[src/rtl/snake_pkg.sv]
// Shared types and widths for the snake collision logic.
package snake_pkg;

  typedef enum logic {
    RUN       = 1'b0,
    GAME_OVER = 1'b1
  } state_e;

  localparam int HIT_CNT_W = 16;
  localparam int GRACE_W   = 8;

endpackage

[src/rtl/frame_hit_accum.sv]
// Per-frame overlap evidence: saturating head/apple pixel count plus sticky
// self/wall flags, restarted from the current pixel at every frame boundary.
module frame_hit_accum
  import snake_pkg::*;
(
  input  logic                 clk,
  input  logic                 reset,
  input  logic                 clear,
  input  logic                 frame_start,
  input  logic                 ov_hit,
  input  logic                 self_hit,
  input  logic                 wall_hit,
  output logic [HIT_CNT_W-1:0] ov_cnt,
  output logic                 self_seen,
  output logic                 wall_seen
);

  always_ff @(posedge clk or posedge reset) begin
    if (reset) begin
      ov_cnt    <= '0;
      self_seen <= 1'b0;
      wall_seen <= 1'b0;
    end else if (clear) begin
      ov_cnt    <= '0;
      self_seen <= 1'b0;
      wall_seen <= 1'b0;
    end else if (frame_start) begin
      // The boundary pixel already belongs to the new frame.
      ov_cnt    <= {{(HIT_CNT_W-1){1'b0}}, ov_hit};
      self_seen <= self_hit;
      wall_seen <= wall_hit;
    end else begin
      if (ov_hit && (ov_cnt != '1))
        ov_cnt <= ov_cnt + 1'b1;
      self_seen <= self_seen | self_hit;
      wall_seen <= wall_seen | wall_hit;
    end
  end

endmodule

[src/rtl/snake_collision_detect.sv]
// Frame-level collision decision for the snake game: one registered event per
// frame and a sticky game-over state. Define SNAKE_WALL_WRAP_EN for a wrap-around playfield.
module snake_collision_detect
  import snake_pkg::*;
#(
  parameter int MIN_HIT_PIXELS = 4,
  parameter int GRACE_FRAMES   = 8
) (
  input  logic                 clk,
  input  logic                 reset,
  input  logic                 startOfFrame,
  input  logic                 restart,
  input  logic                 head_draw,
  input  logic                 body_draw,
  input  logic                 apple_draw,
  input  logic                 border_draw,
  output logic                 apple_collision,
  output logic                 self_collision,
  output logic                 wall_collision,
  output logic                 game_over,
  output logic [HIT_CNT_W-1:0] hit_pixels
);

  state_e               state;
  logic [GRACE_W-1:0]   grace;
  logic [HIT_CNT_W-1:0] ov_cnt;
  logic                 self_seen;
  logic                 wall_seen;
  logic                 wall_hit;

`ifdef SNAKE_WALL_WRAP_EN
  assign wall_hit = 1'b0;
`else
  assign wall_hit = head_draw & border_draw;
`endif

  frame_hit_accum u_accum (
    .clk         (clk),
    .reset       (reset),
    .clear       (state == GAME_OVER),
    .frame_start (startOfFrame),
    .ov_hit      (head_draw & apple_draw),
    .self_hit    (head_draw & body_draw),
    .wall_hit    (wall_hit),
    .ov_cnt      (ov_cnt),
    .self_seen   (self_seen),
    .wall_seen   (wall_seen)
  );

  always_ff @(posedge clk or posedge reset) begin
    if (reset) begin
      state           <= RUN;
      grace           <= GRACE_W'(GRACE_FRAMES);
      apple_collision <= 1'b0;
      self_collision  <= 1'b0;
      wall_collision  <= 1'b0;
      game_over       <= 1'b0;
      hit_pixels      <= '0;
    end else begin
      apple_collision <= 1'b0;
      self_collision  <= 1'b0;
      wall_collision  <= 1'b0;
      case (state)
        RUN: begin
          if (startOfFrame) begin
            hit_pixels <= ov_cnt;
            if (grace != '0)
              grace <= grace - 1'b1;
            // Death outranks an apple in the same frame.
            if (wall_seen) begin
              wall_collision <= 1'b1;
              state          <= GAME_OVER;
              game_over      <= 1'b1;
            end else if (self_seen && (grace == '0)) begin
              self_collision <= 1'b1;
              state          <= GAME_OVER;
              game_over      <= 1'b1;
            end else if (ov_cnt >= HIT_CNT_W'(MIN_HIT_PIXELS)) begin
              apple_collision <= 1'b1;
            end
          end
        end
        GAME_OVER: begin
          if (startOfFrame)
            hit_pixels <= '0;
          if (restart) begin
            state     <= RUN;
            game_over <= 1'b0;
            grace     <= GRACE_W'(GRACE_FRAMES);
          end
        end
        default: state <= RUN;
      endcase
    end
  end

endmodule

[config.mk]
export PLATFORM = sky130hd
export DESIGN_NAME = snake_collision_detect
export DESIGN_NICKNAME = d
export VERILOG_FILES = /design/src/rtl/snake_pkg.sv /design/src/rtl/frame_hit_accum.sv /design/src/rtl/snake_collision_detect.sv
export SDC_FILE = /design/constraint.sdc
export NUM_CORES = 1
export LEC_CHECK = 0
export BUFFER_PORTS_ARGS = -buffer_cell sky130_fd_sc_hd__buf_4
export CORE_MARGIN = 2
export CORE_UTILIZATION = 45
export DETAILED_ROUTE_END_ITERATION = 16
export RECOVER_POWER = 100
export SLEW_MARGIN = 20
export SYNTH_ARGS = -nofsm -noshare
export SYNTH_HDL_FRONTEND = slang
export SYNTH_HIERARCHICAL = 1
export SYNTH_SLANG_ARGS = --single-unit
[constraint.sdc]
create_clock -name clk -period 3.9 [get_ports clk]
set_clock_uncertainty 0.05 [all_clocks]
set_input_delay 0.975 -clock clk [delete_from_list [all_inputs] [get_ports clk]]
set_output_delay 0.975 -clock clk [all_outputs]
set_load 0.02 [all_outputs]
==> results of run 1 <==
## power by group
| group | internal [W] | total (W) | switching (W) |
|---|---|---|---|
| Clock | 0.000126 | 0.000281 | 0.000155 |
| Combinational | 0.000129 | 0.000294 | 0.000165 |
| Sequential | 0.000552 | 0.000646 | 0.0000940 |
## metal layers
| layer | up-vias | track usage (%) | share of wire [%] |
|---|---|---|---|
| met5 | - | 0 | 0 |
| met4 | 0 | 5.96 | 1.3 |
| met3 | 6 | 4.60 | 3.6 |
| met2 | 33 | 27.1 | 42 |
| met1 | 911 | 28.6 | 53 |
| li1 | 984 | - | - |
## worst max-delay path, stage by stage
cell	delay (ns)
clkbuf_1	0.10
and2_0	0.27
inv_1	0.18
nor4_1	0.72
nand3_1	0.19
mux2i_1	0.15
## cell type report
class                           instances  area, sq um  share of cell area (%)
Tap cell                               72         90.1                    3.33
Timing Repair Buffer                   27          124                    4.58
Sequential cell                        47         1180                    43.5
Inverter                               24         90.1                    3.33
Clock buffer                            7         76.3                    2.82
Multi-Input combinational cell        179         1140                    42.2
Clock inverter                          1         5.00                   0.185
## registers in the layout, indices dropped and copies added (netlist names)
register and cells:
u_accum/wall_seen 1, state 1, u_accum/ov_cnt 16, u_accum/self_seen 1, wall_collision 1, game_over 1, self_collision 1, apple_collision 1
hit_pixels 16, grace 8
## logic make-up after synthesis
kind of cell,synth area share (%)
compound gates,14.1
flops,47.0
simple gates,25.1
mux,5.99
fa+ha+maj,1.50
buf+inv,6.39
## path summary, 6_finish.rpt
kind | from | to | slack, ns | depth (start not counted)
setup / recovery | head_draw | u_accum/ov_cnt[14]$_DFFE_PP0P_ | 1.43 | 6
hold / removal | grace[0]$_DFFE_PP0P_ | grace[0]$_DFFE_PP0P_ | 0.46 | 1
setup reg to reg | u_accum/ov_cnt[0]$_DFFE_PP0P_ | u_accum/ov_cnt[8]$_DFFE_PP0P_ | 1.77 | 5
hold reg to reg | grace[0]$_DFFE_PP0P_ | grace[0]$_DFFE_PP0P_ | 0.46 | 1
max in group asynchronous | reset | hit_pixels[12]$_DFFE_PP0P_ | 2.24 | 2
min in group asynchronous | reset | u_accum/self_seen$_DFF_PP0_ | 0.76 | 2
## cell usage after synthesis, drive strengths merged, types with 2 or more instances
cell type	instances
nand3	8
o21ai	27
nor2	9
nor4	6
mux2i	15
a21boi	2
buf	5
o211ai	3
and4	3
ha	3
or4	4
clkbuf	7
nand4	7
inv	24
or3	7
a211oi	2
a21oi	14
and2	4
dfrtp	46
or2	2
nand3b	11
and3	4
a2111o	3
nand2	30
## through the flow
step           cells  hold WS [ns]  setup slack (ns)
6_report         357         0.461              1.43
2_1_floorplan    262         0.418              1.68
5_1_grt          357         0.500              1.28
4_1_cts          357         0.470              1.67
3_5_place_dp     349         0.457              1.35
3_3_place_gp     349         0.451              1.36
==> impl_metrics.yaml, run 1 <==
run_status:
  status: "completed"
detailed_routing:
  drc: 0
  vias: 1934
  drt_wl_total_um: 5350
  drt_iter0_markers: 116
  vias_per_cell: 5.42
  routedWlPerCell_um: 15.0
  dr.pass1.iters: 4
  ant_nets: 0
synthesis:
  netlist_area_sq_um: 2510
  ys_dominant_reg_cell: "dfrtp_1"
  synth-seq-cells: 47
  yosysSeqAreaShare_pct: 47.0
  synth_fp_nets: 273
  synth_cells: 262
  synthTopCellsByArea: "dfrtp_1 46%, mux2i_1 6.0%, o21ai_0 5.2%, nand2_1 4.5%, inv_1 3.6%"
  synth_top_cell_area_share_pct: 45.9
  synth-edff-count: 0
  synth_top_area_cell: "dfrtp_1"
  yosys_warnings: 6
  async_flop_share_pct: 100
  syn_area_per_cell_sq_um: 9.57
  synth_cell_type_count: 49
cts:
  cts-buffers-inserted: 5
  cts_resized: 0
  cts_root_buf: "clkbuf_8"
  clock_path_buffers: 2
  cts_setup_buffers: 0
  htreeDepth: 2
  clk_latency_ns: 0.29
  clock_sinks: 47
  cts_tree: "built"
  cts_hold_buf: 0
  clkTransAtPathRegs_ns: 0.09
power_and_ir_drop:
  cellPowerDensity_nw_per_um2: 451
  power.leakage_nw: 1.17
  ir_worst_vdd_mv: 0.210
  p_total_w: 0.00122
cells_and_area:
  fillCellCount: 527
  syn_to_final_growth_pct: 7.88
  num_antenna_cells: 0
  drive_above_1_share_pct: 7.72
  fin_nets: 295
  design_area_sq_um: 2710
  utilization_pct: 49.7
  final_cell_mix: "46 x dfrtp_1, 30 x nand2_1, 27 x o21ai_0"
  final_common_cell: "dfrtp_1"
grt:
  grtUsageTotal_pct: 19.1
  antenna_found_initial: 0
  grt_max_degree: 42
  grt_pass1_vias: 1883
  grt_pass1_wl_um: 9300
  grt_overflow: 0
setup_path:
  critPathCaptureType: "register"
  critPathArrivalTime_ns: 2.59
  worstSetupPathType: "input pin to register"
  critPathLaunchType: "input pin"
  cp.required_ns: 4.03
  cp_max_fo: 7
sta:
  hold_viol_final: 0
  finalSetupViolations: 0
  max_slew_margin_pct: 28.4
  rsz0062_at_grt: "no"
  fin_crit_sh_pct: 63.2
  finalCriticalPeriod_ns: 2.47
  max_freq_ghz: 0.406
  maxSlewViolCount: 0
  finalSetupTns_ns: 0
  worst_slew_pin_slew_ns: 1.07
min_path:
  hold_class: "register to register"
place:
  dpl_cell_area_sq_um: 2730
  gp_congestion: 0.782
  port_buffers: 27
  dp_hpwl_um: 3660
floorplan:
  die-area_sq_um: 6190
  pin_count: 28
  coreArea_sq_um: 5440
  die_width_um: 78.6
  rows: 27
  initial_core_util_pct: 46.1
  die_y_um: 78.6
run:
  drv_cap: 0
Note: power is estimated with default switching activity, not from simulation.
==> inputs of run 2 (changes only) <==
--- a/config.mk
+++ b/config.mk
@@ -5,6 +5,7 @@
 export SDC_FILE = /design/constraint.sdc
 export NUM_CORES = 1
 export LEC_CHECK = 0
+export ABC_AREA = 1
 export BUFFER_PORTS_ARGS = -buffer_cell sky130_fd_sc_hd__buf_4
 export CORE_MARGIN = 2
 export CORE_UTILIZATION = 45
==> constraint.sdc (replaced) <==
create_clock -name clk -period 2.3 [get_ports clk]
set_clock_uncertainty 0.05 [all_clocks]
set_input_delay 0.575 -clock clk [delete_from_list [all_inputs] [get_ports clk]]
set_output_delay 0.575 -clock clk [all_outputs]
set_load 0.02 [all_outputs]
==> run 2 against run 1 <==
  * First-iteration DRC count shrank 28%
  * Sequential share of layout area shrank 3.0 points
  * Clock power grew to 2.6 times the previous value
  * Sequential cell count is the same
  * Worst hold slack lost 0.18 ns
  * Design area grew 7.5%
  * Largest cell class is now multi-input gates
==> impl_metrics.yaml, run 2 <==
synthesis:
  ys_dominant_reg_cell: "dfrtp_1"
  synth-edff-count: 0
  synth_top_area_cell: "dfrtp_1"
  synth_most_common_cell: "nand2_1"
  async_flop_share_pct: 100
  synth_fp_nets: 332
  synth_top_cell_area_share_pct: 43.8
  netlist_area_sq_um: 2630
  synthTopCellsByArea: "dfrtp_1 44%, nand2_1 14%, nand3_1 5.0%, inv_1 4.6%, nor2_1 3.9%"
  syn_area_per_cell_sq_um: 8.19
  yosys_warnings: 6
  synth-seq-cells: 47
  synth_common_cells: "99 x nand2_1, 46 x dfrtp_1, 32 x inv_1"
  synth_cell_type_count: 33
  yosysSeqAreaShare_pct: 44.8
  synth_cells: 321
sta:
  worst_slew_pin_slew_ns: 0.718
  max_slew_margin_pct: 52.1
  finalCriticalPeriod_ns: 1.82
  hold_viol_final: 0
  max_freq_ghz: 0.549
  rsz0062_at_grt: "no"
  finalSetupTns_ns: 0
  finalSetupViolations: 0
  maxSlewViolCount: 0
  fin_crit_sh_pct: 79.2
cells_and_area:
  top_regs: "hit_pixels: 16 flops, u_accum/ov_cnt: 16 flops, grace: 8 flops"
  fin_nets: 363
  drive_above_1_share_pct: 13.9
  final_common_cell: "nand2_1"
  final_cell_mix: "101 x nand2_1, 46 x dfrtp_1, 32 x inv_1"
  syn_to_final_growth_pct: 10.7
  num_antenna_cells: 0
  final_cells: 425
cts:
  cts_resized: 0
  cts_setup_buffers: 0
  cts_hold_buf: 0
  htreeDepth: 2
  clk_latency_ns: 0.30
  cts-buffers-inserted: 5
  cts_root_buf: "clkbuf_8"
  cts_tree: "built"
  clock_path_buffers: 2
  clock_sinks: 47
  clkTransAtPathRegs_ns: 0.09
power_and_ir_drop:
  ir_worst_vdd_mv: 0.446
  power.leakage_nw: 1.48
  cellPowerDensity_nw_per_um2: 846
floorplan:
  pin_count: 28
  rows: 27
  initial_core_util_pct: 47.1
  die_width_um: 80.4
  coreArea_sq_um: 5570
  die_y_um: 80.4
  die-area_sq_um: 6470
detailed_routing:
  dr.pass1.iters: 4
  drt_iter0_markers: 84
  vias_per_cell: 4.90
  ant_nets: 0
  vias: 2081
  routedWlPerCell_um: 12.8
  drc: 0
  drt_wl_total_um: 5430
grt:
  antenna_found_initial: 0
  grt_pass1_vias: 1945
  grt_pass1_wl_um: 9490
  grtUsageTotal_pct: 19.0
  grt_max_degree: 30
  grt_overflow: 0
setup_path:
  critPathArrivalTime_ns: 2.03
  critPathCaptureType: "register"
  cp.required_ns: 2.50
  cp_max_fo: 17
  worstSetupPathType: "register to register"
  critPathLaunchType: "register"
run_status:
  status: "completed"
min_path:
  hold_class: "input pin to async pin"
place:
  dpl.cell_count: 417
  gp_congestion: 0.844
  dp_hpwl_um: 4060
  port_buffers: 27
run:
  drv_cap: 0
==> run 2: cell count changes after synthesis, moves of 15 or more <==
cell and change:
o21ai_0 -20, nand3_1 +18, mux2i_1 -15, nor2_1 +18, nand2_1 +69
==> run 2: logic make-up after synthesis <==
| kind of cell | Yosys count | share of synthesized area [%] |
|---|---|---|
| xor gates and xnor gates | 12 | 4.00 |
| AOI/OAI and AO/OA | 28 | 8.05 |
| DFF | 47 | 44.8 |
| and+or+nand+nor | 186 | 34.3 |
| adders and majority gates | 3 | 1.43 |
| buffers and inverters | 45 | 7.38 |
==> run 2: power breakdown <==
group	leakage, nW	internal (W)	total [W]	switching (W)
Combinational	0.777	0.000255	0.000701	0.000447
Clock	0.0644	0.000433	0.000717	0.000284
Sequential	0.636	0.000932	0.00104	0.000110
==> run 2: area by class of cell <==
type                            count  area, sq um
Sequential cell                    47         1180
Tap cell                           72         90.1
Fill cell                         542         2670
Inverter                           39          146
Clock inverter                      3         67.6
Multi-Input combinational cell    229         1210
Timing Repair Buffer               30          146
Clock buffer                        5         68.8
==> run 2: final timing paths <==
path                            slack, ns                   from  cells after the start                             end
worst max register to register       0.48        state$_DFF_PP0_                      6            grace[3]$_DFFE_PP1P_
max in group asynchronous            1.40                  reset                      2  u_accum/ov_cnt[15]$_DFFE_PP0P_
worst max-delay path                 0.48        state$_DFF_PP0_                      6            grace[3]$_DFFE_PP1P_
worst min-delay path                 0.28                  reset                      3                 state$_DFF_PP0_
worst min register to register       0.44  game_over$_DFFE_PP0P_                      2           game_over$_DFFE_PP0P_
min in group clk                     0.44  game_over$_DFFE_PP0P_                      2           game_over$_DFFE_PP0P_
==> run 2: worst max-delay path: stages (launching register included) <==
cell and delay, ns:
dfrtp_1 0.50, clkbuf_1 0.27, nor2_8 0.28, nand2_1 0.30, nand2_8 0.19, o21ai_0 0.10
nand2_1 0.07
==> run 2: metrics by stage <==
stage | hold slack (ns) | cell area (sq um) | worst slack [ns] | total power (W) | utilization, %
floorplan | 0.431 | 2630 | 0.838 | 0.00166 | -
global placement | 0.416 | 2900 | 0.571 | 0.00182 | 51.9
detailed placement | 0.425 | 2900 | 0.557 | 0.00182 | 51.9
CTS | 0.295 | 3030 | 0.562 | 0.00255 | 54.4
global route | 0.319 | 2910 | 0.314 | 0.00264 | 52.2
finish | 0.283 | 2910 | 0.478 | 0.00246 | 52.2
==> run 2: layer usage <==
metal	global-route usage, %	share of wire (%)	vias up
li1	-	-	1080
met1	28.5	53	949
met2	27.9	42	46
met3	3.82	4.4	6
met4	4.92	1.1	0
met5	0	0	-
==> inputs of run 3 (changes only) <==
--- a/config.mk
+++ b/config.mk
@@ -10,6 +10,7 @@
 export CORE_MARGIN = 2
 export CORE_UTILIZATION = 45
 export DETAILED_ROUTE_END_ITERATION = 16
+export PLACE_DENSITY = 0.66
 export RECOVER_POWER = 100
 export SLEW_MARGIN = 20
 export SYNTH_ARGS = -nofsm -noshare
==> constraint.sdc (replaced) <==
create_clock -name clk -period 1.6 [get_ports clk]
set_clock_uncertainty 0.05 [all_clocks]
set_input_delay 0.4 -clock clk [delete_from_list [all_inputs] [get_ports clk]]
set_output_delay 0.4 -clock clk [all_outputs]
set_load 0.02 [all_outputs]
==> run 3 against run 2 <==
  * Total power grew 35%
  * Utilization grew 2.5 points
  * Combinational power grew 61%
  * First-iteration DRC count grew 89%
  * Sequential cell count is the same
  * Via count grew 5.5%
  * Register-to-register slack lost 0.37 ns
  * Sequential power grew 42%
  * Die area is the same
  * Highest routed layer unchanged
==> impl_metrics.yaml, run 3 (synthesis results as in run 2) <==
cells_and_area:
  syn_to_final_growth_pct: 16.0
  fin_nets: 381
  top_regs: "hit_pixels: 16 flops, u_accum/ov_cnt: 16 flops, grace: 8 flops"
  drive_above_1_share_pct: 20.8
  num_antenna_cells: 0
  final_common_cell: "nand2_1"
  final_cell_mix: "98 x nand2_1, 40 x dfrtp_1, 32 x inv_1"
  design_area_sq_um: 3050
power_and_ir_drop:
  ir_worst_vdd_mv: 0.634
  power.leakage_nw: 1.54
  cellPowerDensity_nw_per_um2: 1090
sta:
  finalSetupViolations: 0
  maxSlewViolCount: 0
  max_freq_ghz: 0.671
  fin_crit_sh_pct: 93.1
  finalCriticalPeriod_ns: 1.49
  max_slew_margin_pct: 31.3
  worst_slew_pin_slew_ns: 1.03
  worst_slack_ns: 0.110
  hold_viol_final: 0
cts:
  clock_sinks: 47
  cts-buffers-inserted: 5
  clkTransAtPathRegs_ns: 0.09
  clk_latency_ns: 0.30
  clock_path_buffers: 2
  cts_root_buf: "clkbuf_8"
  htreeDepth: 2
  cts_tree: "built"
floorplan:
  die_y_um: 80.4
  die-area_sq_um: 6470
  pin_count: 28
  initial_core_util_pct: 47.1
  die_width_um: 80.4
  coreArea_sq_um: 5570
  rows: 27
setup_path:
  critPathCaptureType: "register"
  worst_r2r_path_depth: 9
  critPathLaunchType: "register"
  cp_max_fo: 8
  critPathArrivalTime_ns: 1.64
  r2r_start: "grace[1]$_DFFE_PP0P_"
  r2r_end: "grace[6]$_DFFE_PP0P_"
  worstSetupPathType: "register to register"
  cp.required_ns: 1.75
  r2r_setup_slack_ns: 0.11
detailed_routing:
  vias_per_cell: 4.95
  dr.pass1.iters: 4
  drt_wl_total_um: 5820
  drt_iter0_markers: 159
  vias: 2195
  ant_nets: 0
  routedWlPerCell_um: 13.1
  drc: 0
grt:
  grt_pass1_wl_um: 9980
  grt_overflow: 0
  antenna_found_initial: 0
  grt_max_degree: 30
  grtUsageTotal_pct: 20.0
  grt_pass1_vias: 2153
place:
  dpl_cell_area_sq_um: 3030
  port_buffers: 27
  dp_hpwl_um: 4350
  place_ws_ns: -0.0632
  gp_congestion: 0.852
min_path:
  hold_class: "input pin to async pin"
run_status:
  status: "completed"
run:
  drv_cap: 0
-- run 3: changes by cell type in the layout (fill, tap and decap cells not counted), moves of 3 or more --
cell,change
buf_4,+12
dfrtp_1,-6
dfrtp_2,+6
nand2_1,-3
nor2_1,-3
-- run 3: how the worst max path moves through the flow --
stage	endpoint	slack [ns]	depth (start not counted)	from
after floorplan	u_accum/ov_cnt[3]$_DFFE_PP0P_	0.14	9	u_accum/ov_cnt[0]$_DFFE_PP0P_
after global placement	u_accum/ov_cnt[1]$_DFFE_PP0P_	-0.01	8	u_accum/ov_cnt[0]$_DFFE_PP0P_
after detailed placement	u_accum/ov_cnt[5]$_DFFE_PP0P_	-0.06	8	u_accum/ov_cnt[0]$_DFFE_PP0P_
after CTS	u_accum/ov_cnt[13]$_DFFE_PP0P_	0.04	8	u_accum/ov_cnt[8]$_DFFE_PP0P_
after global routing	u_accum/ov_cnt[13]$_DFFE_PP0P_	-0.006	8	u_accum/ov_cnt[0]$_DFFE_PP0P_
final	grace[6]$_DFFE_PP0P_	0.11	9	grace[1]$_DFFE_PP0P_
-- run 3: layout make-up --
cell class	count	area, sq um
inverters	39	146
clock buffers	6	72.6
fillers	561	2530
flip-flops and latches	47	1180
clock inverters	2	12.5
well taps	72	90.1
repair buffers	48	293
multi-input cells	229	1250
-- run 3: repair_timing --
action | in CTS | in global routing
setup endpoints to repair | 14 | 15
pin swaps | 1 | 0
cloned | 0 | 0
hold buffers | 0 | 0
resized for setup | 0 | 11
endpoints found under the hold margin | 0 | 0
buffers inserted | 2 | 0
-- run 3: report_power, final --
part / switching [W] / internal [W] / total, W
combinational: 0.000701 / 0.000430 / 0.00113
sequential: 0.000143 / 0.00134 / 0.00148
clock: 0.000403 / 0.000306 / 0.000709
-- run 3: critical path: stages (launching register included) --
cell     delay (ns)
dfrtp_1        0.40
inv_1          0.12
ha_1           0.15
nand2_1        0.05
nor2_1         0.17
nand2_4        0.12
nand2_8        0.10
nand2_4        0.09
nand2_1        0.10
nand2_1        0.05
-- run 3: metal layers --
metal / vias up / GRT usage [%] / part of all wire, %
li1: 1111 / - / -
met1: 1040 / 28.0 / 49
met2: 40 / 31.6 / 46
met3: 4 / 4.38 / 3.7
met4: 0 / 4.75 / 0.82
met5: - / 0 / 0
-- run 3: stage by stage --
stage	utilization (%)	total power [W]	hold WS (ns)	std cells	setup TNS, ns
2_1_floorplan	-	0.00239	0.289	321	0
3_5_place_dp	54.3	0.00269	0.401	433	-0.593
4_1_cts	56.1	0.00341	0.0744	443	0
3_3_place_gp	54.3	0.00266	0.401	433	-0.0491
6_report	54.7	0.00332	0.253	443	0
5_1_grt	54.7	0.00358	0.304	443	-0.00792
